==> src/rtl/cdec_dp_gen.sv <==
// cdec_dp_gen: CDEC data path with NGPR general registers and a req/ack memory FSM with timeout.
// Define CDEC_DBG_MON_EN to build the resad/resdt debug monitor mux; otherwise resdt is tied to zero.
module cdec_dp_gen #(
    parameter int DW          = 8,
    parameter int AW          = 8,
    parameter int NGPR        = 3,
    parameter int MEM_TIMEOUT = 15
) (
    input  logic          clock,
    input  logic          reset,
    input  logic [3:0]    xsrc,
    input  logic [3:0]    xdst,
    input  logic          rwr,
    input  logic          fwr,
    input  logic          mem_rd,
    input  logic          mem_wr,
    output logic          busy,
    output logic          mem_err,
    output logic          mem_req,
    output logic          mem_we,
    output logic [AW-1:0] mem_adrs,
    output logic [DW-1:0] mem_wdata,
    input  logic [DW-1:0] mem_rdata,
    input  logic          mem_ack,
    output logic [DW-1:0] alu_x,
    output logic [DW-1:0] alu_t,
    output logic          alu_cy,
    input  logic [DW-1:0] alu_result,
    input  logic [2:0]    alu_flag,
    output logic [DW-1:0] I,
    output logic [2:0]    SZCy,
    input  logic [7:0]    resad,
    output logic [DW-1:0] resdt
);
    localparam int CW = $clog2(MEM_TIMEOUT + 1);
    typedef enum logic {IDLE, REQ} state_t;
    state_t state_q, state_d;
    logic we_q, we_d, err_q, err_d, rdr_ld;
    logic [CW-1:0] cnt_q, cnt_d;
    logic [DW-1:0] pc, ir, t, r, mar, wdr, rdr, xbus, flg_w;
    logic [2:0] flg;
    logic [DW-1:0] g [NGPR];
    always_comb begin
        flg_w = '0;
        flg_w[3:1] = flg;
    end
    always_comb begin
        xbus = xsrc == 4'd0 ? pc : xsrc == 4'd1 ? r : xsrc == 4'd2 ? rdr : xsrc == 4'd3 ? flg_w : '1;
        for (int k = 0; k < NGPR; k++)
            if (xsrc == 4'(4 + k)) xbus = g[k];
    end
    always_ff @(posedge clock) begin
        if (reset) begin
            state_q <= IDLE;
            we_q    <= 1'b0;
            err_q   <= 1'b0;
            cnt_q   <= '0;
        end else begin
            state_q <= state_d;
            we_q    <= we_d;
            err_q   <= err_d;
            cnt_q   <= cnt_d;
        end
    end
    // The counter runs only in REQ; an ack on the last allowed cycle still wins over the timeout.
    always_comb begin
        state_d = state_q;
        we_d    = we_q;
        err_d   = err_q;
        cnt_d   = cnt_q;
        rdr_ld  = 1'b0;
        if (state_q == IDLE) begin
            if (mem_rd || mem_wr) begin
                state_d = REQ;
                we_d    = mem_wr;
                cnt_d   = '0;
            end
        end else if (mem_ack) begin
            state_d = IDLE;
            rdr_ld  = !we_q;
        end else if (cnt_q == CW'(MEM_TIMEOUT - 1)) begin
            state_d = IDLE;
            err_d   = 1'b1;
        end else begin
            cnt_d = cnt_q + 1'b1;
        end
    end
    assign busy      = state_q == REQ;
    assign mem_req   = busy;
    assign mem_we    = busy && we_q;
    assign mem_err   = err_q;
    assign mem_adrs  = mar[AW-1:0];
    assign mem_wdata = wdr;
    assign alu_x     = xbus;
    assign alu_t     = t;
    assign alu_cy    = flg[0];
    assign I         = ir;
    assign SZCy      = flg;
    // MAR and WDR hold the in-flight address/data, so they are frozen while busy.
    always_ff @(posedge clock) begin
        if (reset) begin
            pc  <= '0;
            ir  <= '0;
            t   <= '0;
            r   <= '0;
            mar <= '0;
            wdr <= '0;
            rdr <= '0;
            flg <= '0;
            for (int k = 0; k < NGPR; k++) g[k] <= '0;
        end else begin
            if (xdst == 4'd0) pc <= xbus;
            if (xdst == 4'd1) ir <= xbus;
            if (xdst == 4'd2) t <= xbus;
            if (xdst == 4'd3 && !busy) mar <= xbus;
            if (xdst == 4'd15 && !busy) wdr <= xbus;
            for (int k = 0; k < NGPR; k++)
                if (xdst == 4'(4 + k)) g[k] <= xbus;
            if (rwr) r <= alu_result;
            if (fwr) flg <= alu_flag;
            if (rdr_ld) rdr <= mem_rdata;
        end
    end
`ifdef CDEC_DBG_MON_EN
    always_comb begin
        resdt = '0;
        case (resad)
            8'h00: resdt = pc;
            8'h01: resdt = ir;
            8'h02: resdt = t;
            8'h03: resdt = r;
            8'h04: resdt = mar;
            8'h05: resdt = mem_rdata;
            8'h06: resdt = rdr;
            8'h07: resdt = wdr;
            8'h08: resdt = flg_w;
            8'h09: resdt = xbus;
            8'h0A: resdt[1:0] = {busy, err_q};
            default: ;
        endcase
        for (int k = 0; k < NGPR; k++)
            if (resad == 8'(16 + k)) resdt = g[k];
    end
`else
    logic unused;
    assign resdt  = '0;
    assign unused = ^{resad, mar};
`endif
endmodule

==> config.mk <==
export PLATFORM = sky130hd
export DESIGN_NAME = cdec_dp_gen
export DESIGN_NICKNAME = d
export VERILOG_FILES = /design/src/rtl/cdec_dp_gen.sv
export SDC_FILE = /design/constraint.sdc
export NUM_CORES = 1
export LEC_CHECK = 0
export ABC_CLOCK_PERIOD_IN_PS = 1800
export CELL_PAD_IN_SITES_DETAIL_PLACEMENT = 0
export CELL_PAD_IN_SITES_GLOBAL_PLACEMENT = 2
export CORE_MARGIN = 4
export CORE_UTILIZATION = 32
export CTS_BUF_LIST = sky130_fd_sc_hd__clkbuf_2 sky130_fd_sc_hd__clkbuf_4 sky130_fd_sc_hd__clkbuf_8
export DETAILED_ROUTE_END_ITERATION = 16
export GPL_TIMING_DRIVEN = 1
export HOLD_SLACK_MARGIN = 0.08
export MAX_ROUTING_LAYER = met4
export PLACE_DENSITY_LB_ADDON = 0.12
export RECOVER_POWER = 50
export SLEW_MARGIN = 10
export SYNTH_ARGS = -nofsm -noshare
export SYNTH_HDL_FRONTEND = slang
export SYNTH_SLANG_ARGS = --single-unit
==> constraint.sdc <==
create_clock -name clock -period 1.8 [get_ports clock]
set_input_delay 0.18 -clock clock [delete_from_list [all_inputs] [get_ports clock]]
set_output_delay 0.18 -clock clock [all_outputs]
set_load 0.02 [all_outputs]
### Yosys cells after proc, flatten, opt, wreduce, memory -nomap -nowiden

Memory sizes are Yosys's and may differ from the RTL's.
Index checks and enable logic that the tools add are counted.

* register bits after elaboration: 66
* latch bits: 0
* RAM bits: 24
* ROM bits: 0
* input port bits: 42
* output and inout bits: 56
* memories: 1

* $add $sub $neg: 1
* multiply operators: 0
* div/mod/pow operators: 0
* magnitude comparators: 0
* eq/ne operators: 16
* shift-type cells: 0
* muxes and demuxes: 31
* bitwise logic cells: 5
* reduce and logical (&&, ||, !) cells: 12

Memories
* g: words 3, bits a word 8, read ports 3, clocked after memory_dff 0, wr ports 3, RTL line 42 `logic [DW-1:0] g [NGPR];`

Operators by type and width (number)
* 8-bit two-way mux: 10
* 4-bit by 3-bit == test with 1-bit output, second input constant: 6
* 1-bit two-way mux: 17
* 4-bit by 2-bit == test with 1-bit output, second input constant: 4
* 4-bit two-way mux: 4
* 4-bit by 1-bit == test with 1-bit output, second input constant: 2
* 4-bit == test, second input constant: 2
* 4-bit logical NOT: 2
* 3-bit AND reduction: 2
* 4-bit by 1-bit adder with 4-bit output, second input constant: 1
* 2-bit inequality test, second input constant: 2
* 1-bit logical AND: 3
* 1-bit OR: 3
* 1-bit logical NOT: 2
* 1-bit NOT: 2
* 2-bit AND reduction: 1
* 2-bit nonzero test: 1
* 1-bit logical OR: 1

### Depth between registers and ports, before layout

Gate-level depths: netlist of run 1.

* word-level depth: 9
* mapped depth: 6

### Worst setup path after synthesis of run 1

Ideal clock, no wire load.

* path kind: reg2reg
* start: reg state_q, in the netlist busy
* end: reg cnt_q[2]
* setup time: 0.059 ns
* data arrival time: 1.528 ns
* required time: 1.741 ns
* setup slack: 0.213 ns
* cell stages (with the launch flop): 6
* clock period less this slack: 1.587 ns
* cells stage by stage: dfxtp_1 > buf_2 > and2b_1 > a21oi_1 > or4b_1 > nand2_1

* word-level cells in the longest chain between the ends: 2
* elaborated cells on any way between the ends: 5
* those cells by class: eq/ne (2); mux (1); reduce/logical (2)

Ends and longest elaborated chain
* from (decl): RTL line 37 `state_t state_q, state_d;`
* from (signal assigned): RTL line 59 `state_q <= state_d;`
* 2-bit inequality test (no line) or 2-bit nonzero test (tied branches)
* 3-bit AND reduction (no line)
* to (signal assigned): RTL line 62 `cnt_q <= cnt_d;`
* to (decl): RTL line 39 `logic [CW-1:0] cnt_q, cnt_d;`

Several ways; a longest one is shown, not always the timed one.
A chain may end at the register's enable or synchronous reset.

==> results of run 1 <==
[metrics by stage]
step	area, µm²	hold slack (ns)	cells
after floorplan	4090	0.324	387
after global placement	5310	0.460	654
after detailed placement	5310	0.465	654
after CTS	5590	0.113	675
after global routing	5540	0.124	675
final	5540	0.135	675
[synth_stat cells (all sizes together), types with 3 or more instances]
cell type / number
nor2: 50
nor2b: 4
inv: 18
clkbuf: 6
a21oi: 26
edfxtp: 24
dfxtp: 66
nor3: 8
buf: 26
nand2: 10
nand2b: 6
a211oi: 15
a2111oi: 3
a22oi: 8
mux2i: 35
a221oi: 4
o21ai: 25
a21o: 4
[layout make-up]
cell class | instances | area [µm²]
Multi-Input combinational cell | 247 | 1830
Clock buffer | 16 | 189
Sequential cell | 90 | 2040
Inverter | 18 | 67.6
Timing Repair Buffer | 136 | 1210
Fill cell | 1238 | 6670
Tap cell | 168 | 210
[logic make-up (layout without fill, tap and decap cells)]
family | Yosys count | count (layout) | share of synthesized area, %
AO/OA/AOI/OAI | 106 | 106 | 20.3
AND/OR/NAND/NOR | 95 | 95 | 13.1
flip-flops | 90 | 90 | 50.3
buffers and inverters | 50 | 170 | 6.72
multiplexers | 36 | 36 | 8.91
adder cells (fa/ha/maj) | 2 | 2 | 0.616
other | 1 | 8 | 0.0924
[flip-flops by register name, summed over array words and instances (netlist names)]
| name | count |
|---|---|
| g | 24 |
| I | 8 |
| alu_t | 8 |
| mem_adrs | 8 |
| mem_wdata | 8 |
| pc | 8 |
| r | 8 |
| rdr | 8 |
| cnt_q | 4 |
| SZCy | 3 |
| busy | 1 |
| mem_err | 1 |
| we_q | 1 |
[power by group]
| part | switching, mW | total [mW] | leakage (nW) | internal, mW |
|---|---|---|---|---|
| registers | 0.0511 | 2.22 | 0.785 | 2.17 |
| logic | 0.436 | 0.800 | 1.28 | 0.363 |
| clock network | 0.702 | 1.36 | 0.102 | 0.659 |
[routing by layer]
layer  routed length (µm)  vias to the layer above
li1                     -                     1600
met4                   69                        0
met1                 5780                     1578
met2                 5290                       78
met3                  570                        6
met5                    0                        -
[layout by cell type (no fill, tap or decap), drive strengths merged, types with 3 or more instances in the layout]
cell type and count:
a2111oi 3, conb 8, a21oi 26, clkdlybuf4s50 58, edfxtp 24, clkbuf 29, dfxtp 66, buf 51
nor2 50, inv 18, mux2i 35, a21o 4, nor2b 4, nand2 10, dlygate4sd3 10, a211oi 15
a221oi 4, a22oi 8, nor3 8, o21ai 25, nand2b 6
[worst max-delay path by stage]
stage                       startpoint               endpoint  slack [ns]  depth (start not counted)
floorplan              busy$_SDFF_PP0_  cnt_q[2]$_SDFFE_PP0P_        0.21                          5
global placement               xsrc[0]               alu_x[5]       -0.80                          7
detailed placement             xsrc[0]               alu_x[5]       -0.81                          7
CTS                 g[0][10]$_DFFE_PP_               alu_x[2]       -0.13                          5
global route        g[0][10]$_DFFE_PP_               alu_x[2]       -0.19                          5
finish              g[0][10]$_DFFE_PP_               alu_x[2]       -0.12                          5
[timing repair]
action | CTS | global route
buffers inserted | 3 | 0
gates resized for setup | 66 | 11
pin swaps | 10 | 7
gates cloned | 2 | 0
setup endpoints to repair | 51 | 12
==> impl_metrics.json, run 1 <==
{
  "path_cells": "mux2_4 > a32o_2 > a31oi_4 > inv_2 > buf_6",
  "r2r_start": "g[0][8]$_DFFE_PP_",
  "num_rows": 40,
  "numCtsBuffers": 9,
  "cpMaxStageDelayCell": "edfxtp_1",
  "track_usage_pct": 17.3,
  "post-route-min-period_ns": 1.92,
  "ys_types": 56,
  "met3_usage_pct": 5.38,
  "cp.buffers_inverters": 2,
  "outcome": "finished, violations left",
  "wl_per_cell_um": 17.4,
  "hpwl_mm": 8.28,
  "grt_max_degree": 37,
  "synthesis.area_mm2": 0.00406,
  "hold_viol": 0,
  "die_area_mm2": 0.0146,
  "drt-initial-drc-count": 99,
  "ys_ff_latch": 90,
  "cp_max_fo": 2,
  "drt-vias-per-instance": 4.83,
  "cts.sinks": 90,
  "ctsHtreeMaxLevel": 3,
  "cap_violations": 0,
  "synth-edff-count": 24,
  "antenna_found_initial": 0,
  "clock_path_buffers": 2,
  "grt_pass1_wl_mm": 18.9,
  "hold_start": "reset",
  "ioPinCount": 98,
  "grt-busiest-layer": "met2",
  "ys_seq_area_share_pct": 50.3,
  "grt_use_met1_pct": 23.2,
  "failed_checks": "setup timing",
  "drt_wl_total_mm": 11.7,
  "power.total_mw": 4.38,
  "p_leak_nw": 2.17,
  "max_freq_mhz": 522,
  "ys.flop_type": "dfxtp_1",
  "synth_top_area_share_pct": 32.5,
  "clkSlewWorstSetupHoldPaths_ns": 0.09,
  "finalSetupViolations": 3,
  "diodes": 0,
  "place.gp.congestion": 0.772,
  "drv_slew": 0,
  "ir_drop_mv": 0.401,
  "core_area_mm2": 0.0122,
  "period_share_pct": 106,
  "grt_pass1_vias": 3344,
  "syn_inst": 380,
  "critPathRequiredTime_ns": 1.62,
  "globalRouteOverflowTotal": 0,
  "port_buffers": 81,
  "crit_family": "compound AO/OA/AOI/OAI gates",
  "area_growth_pct": 36.5,
  "hold_end": "busy$_SDFF_PP0_",
  "tightestPinTransition_ns": 0.554,
  "reg2regPathDepth": 5,
  "clkLatencyLatePin_ns": 0.37,
  "cts_tree": "yes",
  "worstSetupEndpointType": "output pin",
  "regToRegSetupSlack_ns": 0.04,
  "layout.nets": 546,
  "drc": 0,
  "r2r_end": "g[0][8]$_DFFE_PP_",
  "use_met2_pct": 26.0,
  "initial_utilization_pct": 33.2,
  "hold_path_depth": 2,
  "path_class": "register to output pin",
  "fp.dieW_um": 121,
  "hold_path.class": "input port to register",
  "clockRootBuffer": "clkbuf_8",
  "ctsHoldBuffers": 0,
  "synthTopCellsByArea": "dfxtp_1 (33%), edfxtp_1 (18%), mux2i_1 (8.6%)",
  "worst_slack_ns": -0.117,
  "ant_nets": 0,
  "clock_skew_ns": 0.0116,
  "arrival_ns": 1.74,
  "async_flop_share_pct": 0,
  "syn_avg_cell_area_um2": 10.7,
  "first_pass_iters": 4,
  "relSlewSlack_pct": 62.9,
  "cp-start-kind": "register",
  "drive_gt1_share_pct": 22.1,
  "p_per_area_mw_per_mm2": 790,
  "tns_ns": -0.131,
  "yosysWarningCount": 0,
  "cpPeakStageDelay_ns": 0.40,
  "place_ws_ns": -0.814,
  "rsz0062_at_grt": "true",
  "vias": 3262,
  "die_y_um": 121,
  "final_util_pct": 45.4,
  "synth_top_cell_by_area": "dfxtp_1"
}
Power figures use the tool's default switching activity.
==> inputs of run 2 (changes only) <==
==> constraint.sdc (replaced) <==
create_clock -name clock -period 1.8 [get_ports clock]
set_input_delay 0.36 -clock clock [delete_from_list [all_inputs] [get_ports clock]]
set_output_delay 0.36 -clock clock [all_outputs]
set_load 0.02 [all_outputs]
==> impl_metrics.json, run 2 (same netlist as run 1, synthesis figures left out) <==
{
  "antenna_found_initial": 1,
  "globalRouteOverflowTotal": 0,
  "numCtsBuffers": 9,
  "area_growth_pct": 40.9,
  "die_area_mm2": 0.0146,
  "first_pass_iters": 4,
  "cp-start-kind": "input port",
  "clockRootBuffer": "clkbuf_8",
  "relSlewSlack_pct": 61.6,
  "clock_skew_ns": 0.0120,
  "worst_slack_ns": -0.336,
  "power.total_mw": 4.59,
  "cts_tree": "yes",
  "grt_pass1_vias": 3336,
  "p_leak_nw": 2.28,
  "worstSetupEndpointType": "output pin",
  "ir_drop_mv": 0.511,
  "arrival_ns": 1.78,
  "drt-vias-per-instance": 4.71,
  "path_class": "input port to output pin",
  "worst_hold_slack_ns": 0.358,
  "hpwl_mm": 8.37,
  "place_ws_ns": -1.08,
  "finalSetupViolations": 11,
  "period_share_pct": 119,
  "port_buffers": 81,
  "layout.nets": 560,
  "hold_viol": 0,
  "num_rows": 40,
  "cap_violations": 0,
  "core_area_mm2": 0.0122,
  "clkLatencyLatePin_ns": 0.38,
  "track_usage_pct": 17.4,
  "hold_path.class": "input port to register",
  "final_area_mm2": 0.00572,
  "post-route-min-period_ns": 2.14,
  "max_freq_mhz": 468,
  "drt_wl_total_mm": 11.7,
  "largest_register_ffs": 24,
  "p_per_area_mw_per_mm2": 801,
  "ant_nets": 0,
  "drt-initial-drc-count": 127,
  "place.gp.congestion": 0.822,
  "regMostFlops": "g",
  "final_util_pct": 46.9,
  "grt_max_degree": 25,
  "drive_gt1_share_pct": 26.3,
  "grt_pass1_wl_mm": 18.6,
  "critPathRequiredTime_ns": 1.44,
  "tightestPinTransition_ns": 0.575,
  "cp_max_fo": 7,
  "vias": 3248,
  "drc": 0,
  "fp.dieW_um": 121,
  "rsz0062_at_grt": "true",
  "post_dp_cell_area_mm2": 0.00543,
  "failed_checks": "setup timing",
  "ioPinCount": 98,
  "ctsHtreeMaxLevel": 3,
  "layout_common_cells": "dfxtp_1 (65), clkdlybuf4s50_1 (54), nor2_1 (48), buf_4 (45), mux2i_1 (33)",
  "cts.sinks": 90,
  "outcome": "finished, violations left",
  "clkSlewWorstSetupHoldPaths_ns": 0.09,
  "wl_per_cell_um": 16.9,
  "drv_slew": 0,
  "clock_path_buffers": 2,
  "die_y_um": 121,
  "final_common_cell": "dfxtp_1",
  "initial_utilization_pct": 33.2
}
## run 2: worst max-delay path: stages
cell	delay, ns
clkdlybuf4s15_2	0.25
buf_4	0.19
nor3_4	0.25
a22oi_1	0.15
a221oi_4	0.36
inv_2	0.07
buf_6	0.13
## run 2: final cells by class
cell class / instances / area, µm²
clock buffer: 9 / 124
fill: 1232 / 6490
tap: 168 / 210
multi-input combinational: 247 / 1890
sequential: 90 / 2040
clock inverter: 7 / 92.6
antenna: 1 / 2.50
timing repair buffer: 150 / 1300
inverter: 18 / 67.6
## run 2: per-layer routing
layer  vias to the layer above  routed length [µm]  GRT usage [%]  part of all wire [%]
met1                      1536                5690           22.9                    49
li1                       1633                   -              -                     -
met2                        64                5300           26.0                    45
met5                         -                   0              -                     0
met3                        15                 497           5.24                   4.3
met4                         0                 187           4.96                   1.6
## run 2: stage by stage
step           TNS [ns]  std cells
2_1_floorplan  -0.00179        387
3_3_place_gp     -45.64        665
4_1_cts           -2.24        688
6_report          -2.28        690
3_5_place_dp     -45.61        665
5_1_grt           -3.98        690
## run 2: repair_timing
item                                    CTS  global route
endpoints found under the setup margin   74            21
pin swaps                                12             3
gates resized for setup                  88             5
hold buffers                              0             0
endpoints found under the hold margin     0             0
setup buffers                             5             1
cloned                                    2             0
## run 2: path summary, 6_finish.rpt
path | end | slack (ns) | startpoint | cells past startpoint
max | alu_x[5] | -0.34 | xsrc[0] | 7
min | cnt_q[3]$_SDFFE_PP0P_ | 0.36 | reset | 3
max reg2reg | g[0][10]$_DFFE_PP_ | 0.04 | g[0][10]$_DFFE_PP_ | 5
min reg2reg | we_q$_SDFFE_PP0P_ | 0.48 | we_q$_SDFFE_PP0P_ | 2
## run 2: report_power, final
group	switching, mW	leakage, nW	internal [mW]
combinational	0.440	1.38	0.382
clock	0.757	0.113	0.782
sequential	0.0548	0.785	2.17
total	1.25	2.28	3.33
==> inputs of run 3 (changes only) <==
==> constraint.sdc (replaced) <==
create_clock -name clock -period 1.8 [get_ports clock]
set_input_delay 0.36 -clock clock [delete_from_list [all_inputs] [get_ports clock]]
set_output_delay 0.36 -clock clock [all_outputs]
set_load 0.1 [all_outputs]
==> impl_metrics.json, run 3 (same netlist as run 1, synthesis figures left out) <==
{
  "hold_viol": 0,
  "critPathRequiredTime_ns": 1.44,
  "hpwl_mm": 8.51,
  "p_per_area_mw_per_mm2": 873,
  "num_rows": 40,
  "area_growth_pct": 41.2,
  "cts_tree": "yes",
  "clock_path_buffers": 2,
  "place.gp.congestion": 0.846,
  "finalSetupViolations": 12,
  "met3_usage_pct": 6.22,
  "port_buffers": 81,
  "use_met2_pct": 26.3,
  "ioPinCount": 98,
  "regToRegSetupSlack_ns": -0.04,
  "die_area_mm2": 0.0146,
  "ant_nets": 0,
  "wl_per_cell_um": 16.7,
  "drive_gt1_share_pct": 36.0,
  "max_freq_mhz": 439,
  "period_share_pct": 126,
  "grt-busiest-layer": "met2",
  "cap_violations": 0,
  "antenna_found_initial": 0,
  "die_y_um": 121,
  "tns_ns": -2.42,
  "reg2regPathDepth": 6,
  "first_pass_iters": 4,
  "hold_path.class": "input port to register",
  "nFillCells": 1211,
  "grt_pass1_wl_mm": 18.3,
  "final_common_cell": "dfxtp_1",
  "track_usage_pct": 17.0,
  "ir_drop_mv": 0.641,
  "clkLatencyLatePin_ns": 0.37,
  "layout_common_cells": "dfxtp_1 (64), buf_4 (50), nor2_1 (48), clkbuf_2 (39), mux2i_1 (33)",
  "numCtsBuffers": 9,
  "drt_wl_total_mm": 11.5,
  "p_leak_nw": 2.36,
  "tightestPinTransition_ns": 0.564,
  "drc": 0,
  "rsz0062_at_grt": "true",
  "clockRootBuffer": "clkbuf_8",
  "largest_register_ffs": 24,
  "hold_path_depth": 4,
  "globalRouteOverflowTotal": 0,
  "worstSetupEndpointType": "output pin",
  "cts.sinks": 90,
  "drv_slew": 0,
  "vias": 3212,
  "post_dp_cell_area_mm2": 0.00591,
  "ctsHtreeMaxLevel": 3,
  "grt_use_met1_pct": 21.2,
  "final_area_mm2": 0.00573,
  "core_area_mm2": 0.0122,
  "outcome": "finished, violations left",
  "cp-start-kind": "register",
  "layout.nets": 558,
  "initial_utilization_pct": 33.2,
  "diodes": 0,
  "ctsHoldBuffers": 0,
  "regMostFlops": "g",
  "drt-initial-drc-count": 146,
  "relSlewSlack_pct": 62.6,
  "post-route-min-period_ns": 2.28,
  "clkSlewWorstSetupHoldPaths_ns": 0.08,
  "failed_checks": "setup timing",
  "arrival_ns": 1.92,
  "worst_slack_ns": -0.476,
  "cp_max_fo": 2,
  "power.total_mw": 5.00,
  "drt-vias-per-instance": 4.68,
  "grt_pass1_vias": 3343,
  "fp.dieW_um": 121,
  "clock_skew_ns": 0.00637,
  "grt_max_degree": 24,
  "path_class": "register to output pin"
}
[run 3: layer usage]
| metal | vias to the layer above | routed length, µm |
|---|---|---|
| met5 | - | 0 |
| met4 | 0 | 167 |
| met3 | 10 | 644 |
| li1 | 1618 | - |
| met1 | 1526 | 5300 |
| met2 | 58 | 5400 |
[run 3: critical path, stage by stage, from the launching register on]
cell and delay [ns]:
edfxtp_1 0.39, mux2_4 0.27, a32o_2 0.26, a31oi_4 0.27
clkinvlp_4 0.17, buf_12 0.18
[run 3: area by class of cell]
cell class / count / area [µm²] / area share (%)
clock buffer: 10 / 138 / 2.40
multi-input combinational: 247 / 1900 / 33.1
clock inverter: 6 / 80.1 / 1.40
inverter: 18 / 82.6 / 1.44
sequential: 90 / 2040 / 35.7
tap: 168 / 210 / 3.67
timing repair buffer: 148 / 1280 / 22.3
[run 3: timing repair]
item | 4_1_cts | 5_1_grt
endpoints found under the hold margin | 0 | 0
pin swaps | 6 | 11
gates cloned | 2 | 0
setup buffers | 1 | 6
gates resized for setup | 24 | 36
endpoints found under the setup margin | 72 | 24
[run 3: power by group]
part	switching (mW)	internal, mW	total, mW	leakage (nW)
logic	0.817	0.429	1.25	1.46
registers	0.0586	2.17	2.23	0.786
clock network	0.720	0.810	1.53	0.116
total	1.60	3.41	5.00	2.36
[run 3: worst paths after layout]
| kind | from | to |
|---|---|---|
| max | g[0][10]$_DFFE_PP_ | alu_x[2] |
| min | reset | cnt_q[2]$_SDFFE_PP0P_ |
| max reg2reg | g[0][10]$_DFFE_PP_ | g[0][2]$_DFFE_PP_ |
| min reg2reg | mem_err$_SDFFE_PP0P_ | mem_err$_SDFFE_PP0P_ |
[run 3: metrics by stage]
step / hold slack [ns] / utilization [%] / instances / setup slack (ns)
2_1_floorplan: 0.458 / - / 387 / -0.330
3_3_place_gp: 0.478 / 48.4 / 662 / -0.746
3_5_place_dp: 0.482 / 48.4 / 662 / -0.797
4_1_cts: 0.454 / 51.0 / 681 / -0.492
5_1_grt: 0.484 / 47.0 / 687 / -0.576
6_report: 0.466 / 47.0 / 687 / -0.476
